**src/rtl/mnist_pkg.sv**
```systemverilog
// Shared types for the MNIST inference pipeline: feature word, class count and
// the argmax sink state encoding.
package mnist_pkg;

    localparam int FEATURE_WIDTH = 16;
    localparam int NUM_CLASSES   = 10;

    typedef logic signed [FEATURE_WIDTH-1:0] feature_type;

    typedef enum logic [1:0] {
        S_IDLE,
        S_RECV,
        S_RESULT
    } argmax_state_t;

    // Strictly greater keeps the earlier index on ties.
    function automatic logic score_beats(input feature_type candidate, input feature_type current);
        return candidate > current;
    endfunction

endpackage

```
**src/rtl/feature_if.sv**
```systemverilog
// Valid/ready stream of feature words between pipeline stages.
interface feature_if #(
    parameter int NUM_FEATURES = 1
);
    logic                     valid;
    logic                     ready;
    mnist_pkg::feature_type   features [NUM_FEATURES];

    modport source (output valid, output features, input ready);
    modport sink   (input valid, input features, output ready);
endinterface

```
**src/rtl/feature_argmax_sink_stall_timer.sv**
```systemverilog
// Saturating idle counter for stream blocks; expired stays high once LIMIT idle
// cycles have been counted. LIMIT=0 disables the timer entirely.
module stall_timer #(
    parameter int LIMIT = 0
) (
    input  logic clock,
    input  logic reset_n,
    input  logic clear,
    input  logic enable,
    output logic expired
);

    generate
        if (LIMIT == 0) begin : g_disabled
            logic unused_inputs;
            assign unused_inputs = ^{clock, reset_n, clear, enable};
            assign expired = 1'b0;
        end else begin : g_enabled
            localparam int CW = $clog2(LIMIT + 1);
            localparam logic [CW-1:0] LIMIT_VAL = CW'(LIMIT);

            logic [CW-1:0] count_q;
            logic [CW-1:0] count_d;

            always_comb begin
                count_d = count_q;
                if (clear) begin
                    count_d = '0;
                end else if (enable && (count_q != LIMIT_VAL)) begin
                    count_d = count_q + 1'b1;
                end
            end

            always_ff @(posedge clock or negedge reset_n) begin
                if (!reset_n) begin
                    count_q <= '0;
                end else begin
                    count_q <= count_d;
                end
            end

            assign expired = (count_q == LIMIT_VAL);
        end
    endgenerate

endmodule

```
**src/rtl/feature_argmax_sink.sv**
```systemverilog
// Terminal stream consumer: takes one VECTOR_LENGTH-beat frame of signed scores and
// presents the index/value of the maximum on a valid/ready result port.
module feature_argmax_sink
    import mnist_pkg::*;
#(
    parameter int VECTOR_LENGTH  = NUM_CLASSES,
    parameter int TIMEOUT_CYCLES = 0
) (
    input  logic                              clock,
    input  logic                              reset_n,
    feature_if.sink                           features_in,
    output logic                              result_valid,
    input  logic                              result_ready,
    output logic [$clog2(VECTOR_LENGTH)-1:0]  class_index,
    output feature_type                       class_score,
    output logic                              frame_error,
    output logic [15:0]                       frame_count
);

    localparam int IDX_W = $clog2(VECTOR_LENGTH);
    localparam logic [IDX_W-1:0] LAST_BEAT = IDX_W'(VECTOR_LENGTH - 1);

    argmax_state_t     state_q, state_d;
    logic [IDX_W-1:0]  beat_cnt_q, beat_cnt_d;
    logic [IDX_W-1:0]  run_index_q, run_index_d;
    feature_type       run_score_q, run_score_d;
    logic [IDX_W-1:0]  class_index_q, class_index_d;
    feature_type       class_score_q, class_score_d;
    logic              result_valid_q, result_valid_d;
    logic              frame_error_q, frame_error_d;
    logic [15:0]       frame_count_q, frame_count_d;

    logic              in_ready;
    logic              beat;
    feature_type       beat_score;
    logic              take_new;
    logic [IDX_W-1:0]  cmp_index;
    feature_type       cmp_score;
    logic              timer_clear;
    logic              timer_enable;
    logic              timer_expired;

    // Ready depends on state only so upstream never sees a valid->ready loop.
    assign in_ready          = (state_q != S_RESULT);
    assign features_in.ready = in_ready;
    assign beat              = features_in.valid && in_ready;
    assign beat_score        = features_in.features[0];

    assign take_new  = score_beats(beat_score, run_score_q);
    assign cmp_index = take_new ? beat_cnt_q : run_index_q;
    assign cmp_score = take_new ? beat_score : run_score_q;

    assign timer_clear  = beat || (state_q != S_RECV);
    assign timer_enable = (state_q == S_RECV);

    stall_timer #(
        .LIMIT (TIMEOUT_CYCLES)
    ) u_stall_timer (
        .clock   (clock),
        .reset_n (reset_n),
        .clear   (timer_clear),
        .enable  (timer_enable),
        .expired (timer_expired)
    );

    always_comb begin
        state_d        = state_q;
        beat_cnt_d     = beat_cnt_q;
        run_index_d    = run_index_q;
        run_score_d    = run_score_q;
        class_index_d  = class_index_q;
        class_score_d  = class_score_q;
        result_valid_d = result_valid_q;
        frame_error_d  = 1'b0;
        frame_count_d  = frame_count_q;

        unique case (state_q)
            S_IDLE: begin
                if (beat) begin
                    run_index_d = '0;
                    run_score_d = beat_score;
                    beat_cnt_d  = IDX_W'(1);
                    state_d     = S_RECV;
                end
            end
            S_RECV: begin
                // A beat on the expiry edge takes priority over the abort.
                if (beat) begin
                    if (beat_cnt_q == LAST_BEAT) begin
                        class_index_d  = cmp_index;
                        class_score_d  = cmp_score;
                        result_valid_d = 1'b1;
                        beat_cnt_d     = '0;
                        state_d        = S_RESULT;
                    end else begin
                        run_index_d = cmp_index;
                        run_score_d = cmp_score;
                        beat_cnt_d  = beat_cnt_q + 1'b1;
                    end
                end else if (timer_expired) begin
                    frame_error_d = 1'b1;
                    beat_cnt_d    = '0;
                    state_d       = S_IDLE;
                end
            end
            S_RESULT: begin
                if (result_ready) begin
                    result_valid_d = 1'b0;
                    frame_count_d  = frame_count_q + 16'd1;
                    state_d        = S_IDLE;
                end
            end
            default: begin
                state_d = S_IDLE;
            end
        endcase
    end

    always_ff @(posedge clock or negedge reset_n) begin
        if (!reset_n) begin
            state_q        <= S_IDLE;
            beat_cnt_q     <= '0;
            run_index_q    <= '0;
            run_score_q    <= '0;
            class_index_q  <= '0;
            class_score_q  <= '0;
            result_valid_q <= 1'b0;
            frame_error_q  <= 1'b0;
            frame_count_q  <= '0;
        end else begin
            state_q        <= state_d;
            beat_cnt_q     <= beat_cnt_d;
            run_index_q    <= run_index_d;
            run_score_q    <= run_score_d;
            class_index_q  <= class_index_d;
            class_score_q  <= class_score_d;
            result_valid_q <= result_valid_d;
            frame_error_q  <= frame_error_d;
            frame_count_q  <= frame_count_d;
        end
    end

    assign result_valid = result_valid_q;
    assign class_index  = class_index_q;
    assign class_score  = class_score_q;
    assign frame_error  = frame_error_q;
    assign frame_count  = frame_count_q;

endmodule

```
**src/flat_wrapper.sv**
```systemverilog
// flat-port wrapper written by rule: the top's interface ports become plain ports
module feature_argmax_sink_flat import mnist_pkg::*;
#(
    parameter int VECTOR_LENGTH  = NUM_CLASSES,
    parameter int TIMEOUT_CYCLES = 0
)
  (clock, reset_n, result_valid, result_ready, class_index, class_score, frame_error, frame_count, features_in_valid, features_in_features, features_in_ready);
  feature_if features_in_i ();
  input  logic clock;
  input  logic reset_n;
  output logic result_valid;
  input  logic result_ready;
  output logic [$clog2(VECTOR_LENGTH)-1:0] class_index;
  output feature_type class_score;
  output logic frame_error;
  output logic [15:0] frame_count;
  input wire logic [$bits(features_in_i.valid)-1:0] features_in_valid;
  input wire logic [$bits(features_in_i.features)-1:0] features_in_features;
  output wire logic [$bits(features_in_i.ready)-1:0] features_in_ready;
  assign features_in_i.valid = features_in_valid;
  assign features_in_i.features = {>>{features_in_features}};
  assign features_in_ready = features_in_i.ready;
  feature_argmax_sink #(.VECTOR_LENGTH(VECTOR_LENGTH), .TIMEOUT_CYCLES(TIMEOUT_CYCLES)) u_core (.clock(clock), .reset_n(reset_n), .features_in(features_in_i), .result_valid(result_valid), .result_ready(result_ready), .class_index(class_index), .class_score(class_score), .frame_error(frame_error), .frame_count(frame_count));
endmodule
```
**config.mk**
```make
export PLATFORM = sky130hd
export DESIGN_NAME = feature_argmax_sink_flat
export DESIGN_NICKNAME = d
export VERILOG_FILES = /design/src/rtl/mnist_pkg.sv /design/src/rtl/feature_if.sv /design/src/rtl/feature_argmax_sink_stall_timer.sv /design/src/rtl/feature_argmax_sink.sv /design/src/flat_wrapper.sv
export SDC_FILE = /design/constraint.sdc
export NUM_CORES = 1
export LEC_CHECK = 0
export ABC_AREA = 0
export CORE_MARGIN = 5
export CORE_UTILIZATION = 56
export DETAILED_ROUTE_END_ITERATION = 8
export GPL_TIMING_DRIVEN = 0
export PLACE_DENSITY = 0.95
export SYNTH_ARGS = -nofsm -noshare
export SYNTH_HDL_FRONTEND = slang
export SYNTH_SLANG_ARGS = --single-unit
```
**constraint.sdc**
```tcl
create_clock -name clock -period 5.61 [get_ports clock]
set_input_delay 1.4025 -clock clock [delete_from_list [all_inputs] [get_ports clock]]
set_output_delay 1.4025 -clock clock [all_outputs]
set_load 0.005 [all_outputs]
```
======== Word-level counts from Yosys, hierarchy flattened ========
Index checks and enable logic that the tools add are counted.
cells by class
  equal/unequal tests ..................... 9
  reductions and logical operators ........ 10
  order comparisons ....................... 1
  multiplexer cells ....................... 23
  add/sub/neg operators ................... 2
operator list
  operator                                                                  count
  16-bit two-way mux                                                        4
  16-bit one-hot mux with 2 select lines                                    1
  4-bit two-way mux                                                         7
  16-bit by 1-bit adder with 16-bit output (second input constant)          1
  16-bit greater-than comparator                                            1
  4-bit one-hot mux with 2 select lines                                     2
  4-bit AND reduction                                                       3
  2-bit two-way mux                                                         4
  2-bit inequality test (second input constant)                             4
  2-bit one-hot mux with 3 select lines                                     1
  3-bit AND reduction                                                       2
  4-bit by 1-bit adder with 4-bit output (second input constant)            1
  4-bit equality test (second input constant)                               1
  2-bit by 1-bit inequality test with 1-bit output (second input constant)  2
  2-bit nonzero test                                                        2
  1-bit two-way mux                                                         3
  2-bit by 1-bit equality test with 1-bit output (second input constant)    1
  2-bit equality test (second input constant)                               1
  2-bit logical NOT                                                         1
  1-bit one-hot mux with 2 select lines                                     1
  2-bit AND reduction                                                       1
  1-bit logical AND                                                         1
word-level totals
  logic and storage cells ................. 53
  output and inout port bits .............. 39
  input port bits ......................... 20
  register bits after elaboration ......... 63

======== Logic depth before layout (Yosys ltp) ========
Gate-level depths: netlist of the first run.
  depth after elaboration ................. 5
  depth in mapped cells ................... 10
  gate-level depth less buffers ........... 9

======== By module ========
Synthesis of the first run repeated with hierarchy kept, for this count alone.
unflattened totals
  cells, all modules ...................... 412
  area total of the unflattened synthesis .. 3792.4 µm²
modules (own cells, without submodules)
  module               sequential area each (µm²)  area each (µm²)  cells an instance  instances
  feature_argmax_sink  1601.5                      3781.1           410                1
  stall_timer          0.0                         11.3             2                  1

======== Worst setup path after synthesis of the first run ========
Ideal clock, no wire load.
  path type ............................... in2reg
  from .................................... input port features_in_features[5]
  to ...................................... register u_core.run_score_q[0]
  cell stages on the path ................. 8
  path slack .............................. 2.195 ns
  data required time ...................... 5.482 ns
  library setup time ...................... 0.128 ns
  arrival time ............................ 3.288 ns
  buffers on the path ..................... 1
  cell sequence ........................... ha_1 nand4_1 o221ai_1 a221oi_1 o211ai_1 a221oi_2 buf_4 mux2_1
on the way
  cells in the longest elaborated chain, start to end .. 5
ends and longest elaborated chain
  what                                    RTL line                    text
  start, declared                         flat_wrapper.sv:18          input wire logic [$bits(features_in_i.features)-1:0] features_in_features;
  16-bit greater-than comparator          mnist_pkg.sv:18             return candidate > current;
  16-bit two-way mux                      feature_argmax_sink.sv:51   assign cmp_score = take_new ? beat_score : run_score_q;
  16-bit two-way mux                      feature_argmax_sink.sv:89   if (beat_cnt_q == LAST_BEAT) begin
  16-bit two-way mux                      feature_argmax_sink.sv:88   if (beat) begin
  16-bit one-hot mux with 2 select lines  feature_argmax_sink.sv:77   unique case (state_q)
  end signal, assigned                    feature_argmax_sink.sv:134  run_score_q <= run_score_d;
  end, declared                           feature_argmax_sink.sv:26   feature_type run_score_q, run_score_d;
Every way passes these cells. The select of a mux whose other input is x is not followed.
A chain may end at the register's enable or synchronous reset.

======== Final worst setup path of the first run ========
  from .................................... input port features_in_features[6]
  to ...................................... register u_core.run_score_q[7]
Same word-level chain as after synthesis.

==> results.json, run 1 <==
{
  "r2r-start": "u_core.run_score_q[7]",
  "yosysWarnings": 0,
  "htree_levels": 3,
  "initial_utilization": 0.572,
  "ys_types": 38,
  "mostFrequentLayoutCell": "dfrtp_1",
  "period_needed_ns": 3.88,
  "layout.nets": 406,
  "finalSetupViolations": 0,
  "ys_seq_area_frac": 0.504,
  "hold_viol": 0,
  "routedWlPerCell_um": 15.7,
  "drt_wl_total_mm": 6.97,
  "synth_compound_area_frac": 0.0856,
  "cts_root_buf": "clkbuf_8",
  "synth_top_family_by_area": "simple AND/OR/NAND/NOR gates",
  "worstPathRequired_ns": 5.83,
  "cts_sinks": 63,
  "placed_cell_area_sq_um": 3800,
  "holdBufCountCts": 0,
  "layout-drive-gt1-share": 0.0672,
  "p_int_mw": 1.24,
  "diodes": 0,
  "synth_edf_count": 0,
  "grtUsageTotal": 0.208,
  "p_per_area_nw_per_um2": 490,
  "arrival_ns": 4.09,
  "drc": 0,
  "setup.worst_path.start_class": "primary input",
  "cts_setup_buffers": 0,
  "port_buffers": 57,
  "r2r-end": "u_core.run_score_q[7]",
  "clock_latency_ns": 0.34,
  "finClkSkew_ns": 0.00708,
  "r2r_setup_slack_ns": 2.86,
  "cts_made_buffers": 9,
  "std_cell_rows": 27,
  "synth_cells": 298,
  "path_cells": "clkdlybuf4s50_1 > ha_1 > nand4_1 > o221ai_1 > a221oi_1 > o211ai_1 > a221oi_2 > buf_4 > mux2_1",
  "core_sq_um": 5470,
  "rsz0062_at_grt": "no",
  "cts_resized": 0,
  "vdd.ir_drop.worst_mv": 0.312,
  "grt_max_degree": 36,
  "grt_pass1_wl_mm": 11.8,
  "worst_slew_pin_slew_ns": 0.814,
  "finalPower_mw": 1.95,
  "period_share": 0.691,
  "vias_per_cell": 5.39,
  "reg2regPathDepth": 9,
  "clkTransAtPathRegs_ns": 0.07,
  "fmax_mhz": 258,
  "syn_avg_cell_area_sq_um": 10.5,
  "place_congestion": 0.819,
  "slew_viol_final": 0,
  "status": "finished, final reports clean",
  "finalSetupTns_ns": 0,
  "synth_xor_area_frac": 0.0420,
  "io_pins": 59,
  "p_comb_frac": 0.433,
  "drtIter0Drc": 67,
  "ys_ff_latch": 63,
  "cts_tree": "built",
  "vias": 2391,
  "crit_type": "primary input to flip-flop",
  "hold_path_class": "flip-flop to flip-flop",
  "crit_path_end_kind": "flip-flop",
  "leakagePower_nw": 1.81,
  "overflow": 0,
  "min-delay-start": "u_core.state_q[1]",
  "muxShareOfSynthArea": 0.115,
  "clockBufferDepth": 2,
  "synth_adder_area_share": 0.0760,
  "hpwl_mm": 5.14,
  "p_sw_mw": 0.706,
  "synth_simple_gate_area_share": 0.126,
  "fin_hold_ws_ns": 0.474,
  "netlist_area_sq_um": 3130,
  "slew_headroom": 0.457,
  "max_stage_delay_ns": 0.47,
  "design_area_sq_um": 3980,
  "die_y_um": 84.7,
  "antenna_found_initial": 0,
  "drt_pass1_iterations": 4,
  "min_path_cells": 1,
  "async_reset_ff_frac": 1.00,
  "startpoint": "features_in_features[6]",
  "ys.flop_type": "dfrtp_1",
  "crit_fanout": 10,
  "syn2layout_area_growth_pct": 27.2,
  "syn_nets": 337,
  "ant_nets": 0,
  "cap_violations": 0,
  "dieArea_sq_um": 7180,
  "seqPwrFrac": 0.386,
  "power_switching_share": 0.362,
  "crit_slowest_cell": "clkdlybuf4s50_1",
  "fp.dieW_um": 84.7,
  "clockPowerShare": 0.181,
  "grt_pass1_vias": 2515,
  "crit_end": "u_core.run_score_q[7]",
  "layout_common_cells": "63 x dfrtp_1, 56 x clkdlybuf4s50_1, 27 x nor2_1"
}
-- worst max-delay path, delay by kind of cell --
family	cells	cell delay, ns
AOI/OAI and AO/OA	4	1.10
adders and majority gates	1	0.35
muxes	1	0.36
buffers and inverters	2	0.72
and+or+nand+nor	1	0.15
-- cell type report --
cell class              count  area [sq um]
multi-input cells         198          1400
well taps                  72          90.1
inverters                  26          97.6
clock buffers              12           155
repair buffers             58           586
clock inverters             4          20.0
flip-flops and latches     63          1580
plain buffers              11          57.6
fillers                   398          1490
-- power groups by stage --
stage               Sequential (mW)  Clock (mW)  Combinational, mW
detailed placement            0.758           0              0.841
floorplan                     0.737           0              0.515
CTS                           0.751       0.357              0.854
global route                  0.777       0.380              0.935
global placement              0.741           0              0.795
finish                        0.753       0.352              0.845
-- state kept, by name, summed over array words and instances (netlist names) --
register             cells
u_core.frame_count      16
u_core.state_q           2
u_core.run_score_q      16
u_core.result_valid      1
u_core.beat_cnt_q        4
u_core.run_index_q       4
u_core.class_score      16
u_core.class_index       4
-- metal layers --
layer  GRT usage  wire [um]  vias up
met2       0.347       3500       64
li1            -          -     1157
met3      0.0638        389       15
met5           0          0        -
met1       0.251       2950     1155
met4      0.0835        134        0
-- cells by family after synthesis --
| group | Yosys count |
|---|---|
| compound gates | 44 |
| xor+xnor | 15 |
| fa+ha+maj | 19 |
| buf+inv | 37 |
| flops | 63 |
| mux | 34 |
| other cells | 1 |
| simple gates | 85 |
-- cell usage after synthesis, drive strengths merged, types with 2 or more instances --
| cell | instances | area (sq um) |
|---|---|---|
| xor2 | 2 | 17.5 |
| and3 | 3 | 18.8 |
| nand4 | 5 | 31.3 |
| clkbuf | 6 | 22.5 |
| mux2i | 18 | 180 |
| nand2b | 3 | 18.8 |
| dfrtp | 63 | 1580 |
| a21oi | 25 | 125 |
| nand3 | 12 | 60.1 |
| o2bb2ai | 4 | 35.0 |
| mux2 | 16 | 180 |
| buf | 5 | 35.0 |
| nor2b | 2 | 12.5 |
| nor3 | 2 | 10.0 |
| or2 | 2 | 12.5 |
| nand2 | 23 | 86.3 |
| nor2 | 27 | 101 |
| inv | 26 | 97.6 |
| ha | 19 | 238 |
| a221oi | 2 | 23.8 |
| o21ai | 6 | 30.0 |
| xnor2 | 13 | 114 |
-- worst min-delay path by stage --
stage                   endpoint  slack (ns)
4_1_cts        u_core.state_q[0]        0.47
3_3_place_gp   u_core.state_q[0]        0.45
5_1_grt        u_core.state_q[0]        0.50
2_1_floorplan  u_core.state_q[0]        0.44
3_5_place_dp   u_core.state_q[0]        0.46
6_report       u_core.state_q[0]        0.47
-- stage by stage --
stage	util	setup WS, ns	instances
6_report	0.727	1.73	444
5_1_grt	0.727	1.57	444
4_1_cts	0.727	1.73	444
3_5_place_dp	0.695	1.39	428
3_3_place_gp	0.692	1.20	427
2_1_floorplan	-	2.19	298
Note: power is estimated with default switching activity, not from simulation.
==> run 2: changes to the inputs <==
CORE_UTILIZATION = 52   (was 56)
PLACE_DENSITY = 0.9   (was 0.95)
clock period = 3.8 ns   (was 5.61 ns; I/O delays follow)
==> run 2 against run 1 <==
Against the previous run: non-clock buffer count unchanged; clock skew increased by 0.0026 ns; cell count grew 0.68%; count of clock-buffer cells in the layout up 1; sequential cell count stayed put; utilization decreased by 4.5 points; combinational power increased by 49%; die area up 6.8%; critical path depth rose by 1; hold slack is essentially flat.
==> results.json, run 2 (synthesized netlist as in run 1, its figures left out) <==
{
  "status": "finished, final reports clean",
  "layout_common_cells": "63 x dfrtp_1, 56 x clkdlybuf4s50_1, 27 x nor2_1",
  "cts_sinks": 63,
  "overflow": 0,
  "clkTransAtPathRegs_ns": 0.06,
  "placed_cell_area_sq_um": 3810,
  "crit_path_end_kind": "flip-flop",
  "layout.nets": 406,
  "cap_violations": 0,
  "finalSetupTns_ns": 0,
  "hold_path_class": "flip-flop to flip-flop",
  "port_buffers": 57,
  "setup.worst_path.start_class": "primary input",
  "grt_pass1_wl_mm": 12.0,
  "hold_viol": 0,
  "grtUsageTotal": 0.206,
  "finish.utilization": 0.682,
  "finalPower_mw": 2.98,
  "clockBufferDepth": 2,
  "crit_type": "primary input to flip-flop",
  "std_cell_rows": 28,
  "crit_fanout": 10,
  "crit_slowest_cell": "clkdlybuf4s50_1",
  "diodes": 0,
  "ant_nets": 0,
  "mostFrequentLayoutCell": "dfrtp_1",
  "multiInputGateArea_sq_um": 1400,
  "fp.dieW_um": 87.6,
  "core_sq_um": 5890,
  "grt_max_degree": 35,
  "period_needed_ns": 3.60,
  "initial_utilization": 0.531,
  "antenna_found_initial": 0,
  "fin_hold_ws_ns": 0.474,
  "routedWlPerCell_um": 16.3,
  "worstPathRequired_ns": 4.01,
  "vias_per_cell": 5.48,
  "drtIter0Drc": 134,
  "clock_latency_ns": 0.34,
  "fill_cells": 439,
  "critPathTopFamily": "compound AO/OA/AOI/OAI gates",
  "vias": 2450,
  "p_sw_mw": 1.05,
  "leakagePower_nw": 1.82,
  "syn2layout_area_growth_pct": 28.4,
  "clockPowerShare": 0.203,
  "design_area_sq_um": 4020,
  "p_int_mw": 1.93,
  "slew_headroom": 0.529,
  "power_switching_share": 0.352,
  "p_per_area_nw_per_um2": 741,
  "fmax_mhz": 278,
  "holdBufCountCts": 0,
  "drt_pass1_iterations": 4,
  "cts_made_buffers": 9,
  "drc": 0,
  "io_pins": 59,
  "drt_wl_total_mm": 7.28,
  "arrival_ns": 3.81,
  "p_comb_frac": 0.424,
  "max_stage_delay_ns": 0.46,
  "cts_setup_buffers": 0,
  "regArea_sq_um": 1580,
  "layout-drive-gt1-share": 0.0672,
  "grt_pass1_vias": 2539,
  "hpwl_mm": 5.12,
  "period_share": 0.947,
  "cts_root_buf": "clkbuf_8",
  "finClkSkew_ns": 0.00963,
  "place_congestion": 0.836,
  "die_y_um": 87.6,
  "worst_slew_pin_slew_ns": 0.707,
  "cts_resized": 0,
  "rsz0062_at_grt": "no",
  "dieArea_sq_um": 7670,
  "cts_tree": "built",
  "htree_levels": 3,
  "vdd.ir_drop.worst_mv": 0.379,
  "worst-path-buf-inv": 2,
  "seqPwrFrac": 0.373,
  "path_cells": "clkdlybuf4s50_1 > ha_1 > nand4_1 > nor4_1 > a221oi_1 > nand4b_1 > o211ai_1 > a221oi_2 > buf_4 > mux2_1",
  "finalSetupViolations": 0,
  "slew_viol_final": 0
}
[run 2: power by group through the flow]
| stage | sequential, mW | combinational (mW) | clock, mW |
|---|---|---|---|
| after global routing | 1.14 | 1.38 | 0.650 |
| final | 1.11 | 1.26 | 0.603 |
| after global placement | 1.10 | 1.18 | 0 |
| after CTS | 1.11 | 1.27 | 0.615 |
| after floorplan | 1.09 | 0.761 | 0 |
| after detailed placement | 1.11 | 1.24 | 0 |
[run 2: final timing paths]
path / slack (ns) / startpoint / cells after the start / endpoint
max: 0.20 / features_in_features[13] / 10 / u_core.run_score_q[6]
min: 0.47 / u_core.state_q[1] / 1 / u_core.state_q[0]
max reg2reg: 0.90 / u_core.run_score_q[13] / 10 / u_core.run_score_q[6]
min reg2reg: 0.47 / u_core.state_q[1] / 1 / u_core.state_q[0]
max in group asynchronous: 2.51 / reset_n / 2 / u_core.class_index[0]
min in group asynchronous: 0.66 / reset_n / 1 / u_core.run_score_q[8]
[run 2: cell type report]
class,instances,area share
Sequential cell,63,0.393
Multi-Input combinational cell,198,0.348
Timing Repair Buffer,58,0.146
Clock buffer,13,0.0421
Inverter,26,0.0243
Tap cell,75,0.0234
Buffer,11,0.0143
Clock inverter,3,0.00997
[run 2: metrics by stage]
step                cells  setup slack (ns)
global route          447             0.150
finish                447             0.203
global placement      430            -0.202
detailed placement    431           -0.0216
CTS                   447             0.309
floorplan             298             0.837
[run 2: metal layers]
| metal | global-route usage | wire, um | up-vias |
|---|---|---|---|
| met1 | 0.258 | 3170 | 1200 |
| met5 | 0 | 0 | - |
| met4 | 0.119 | 183 | 0 |
| li1 | - | - | 1156 |
| met2 | 0.329 | 3580 | 77 |
| met3 | 0.0489 | 346 | 17 |
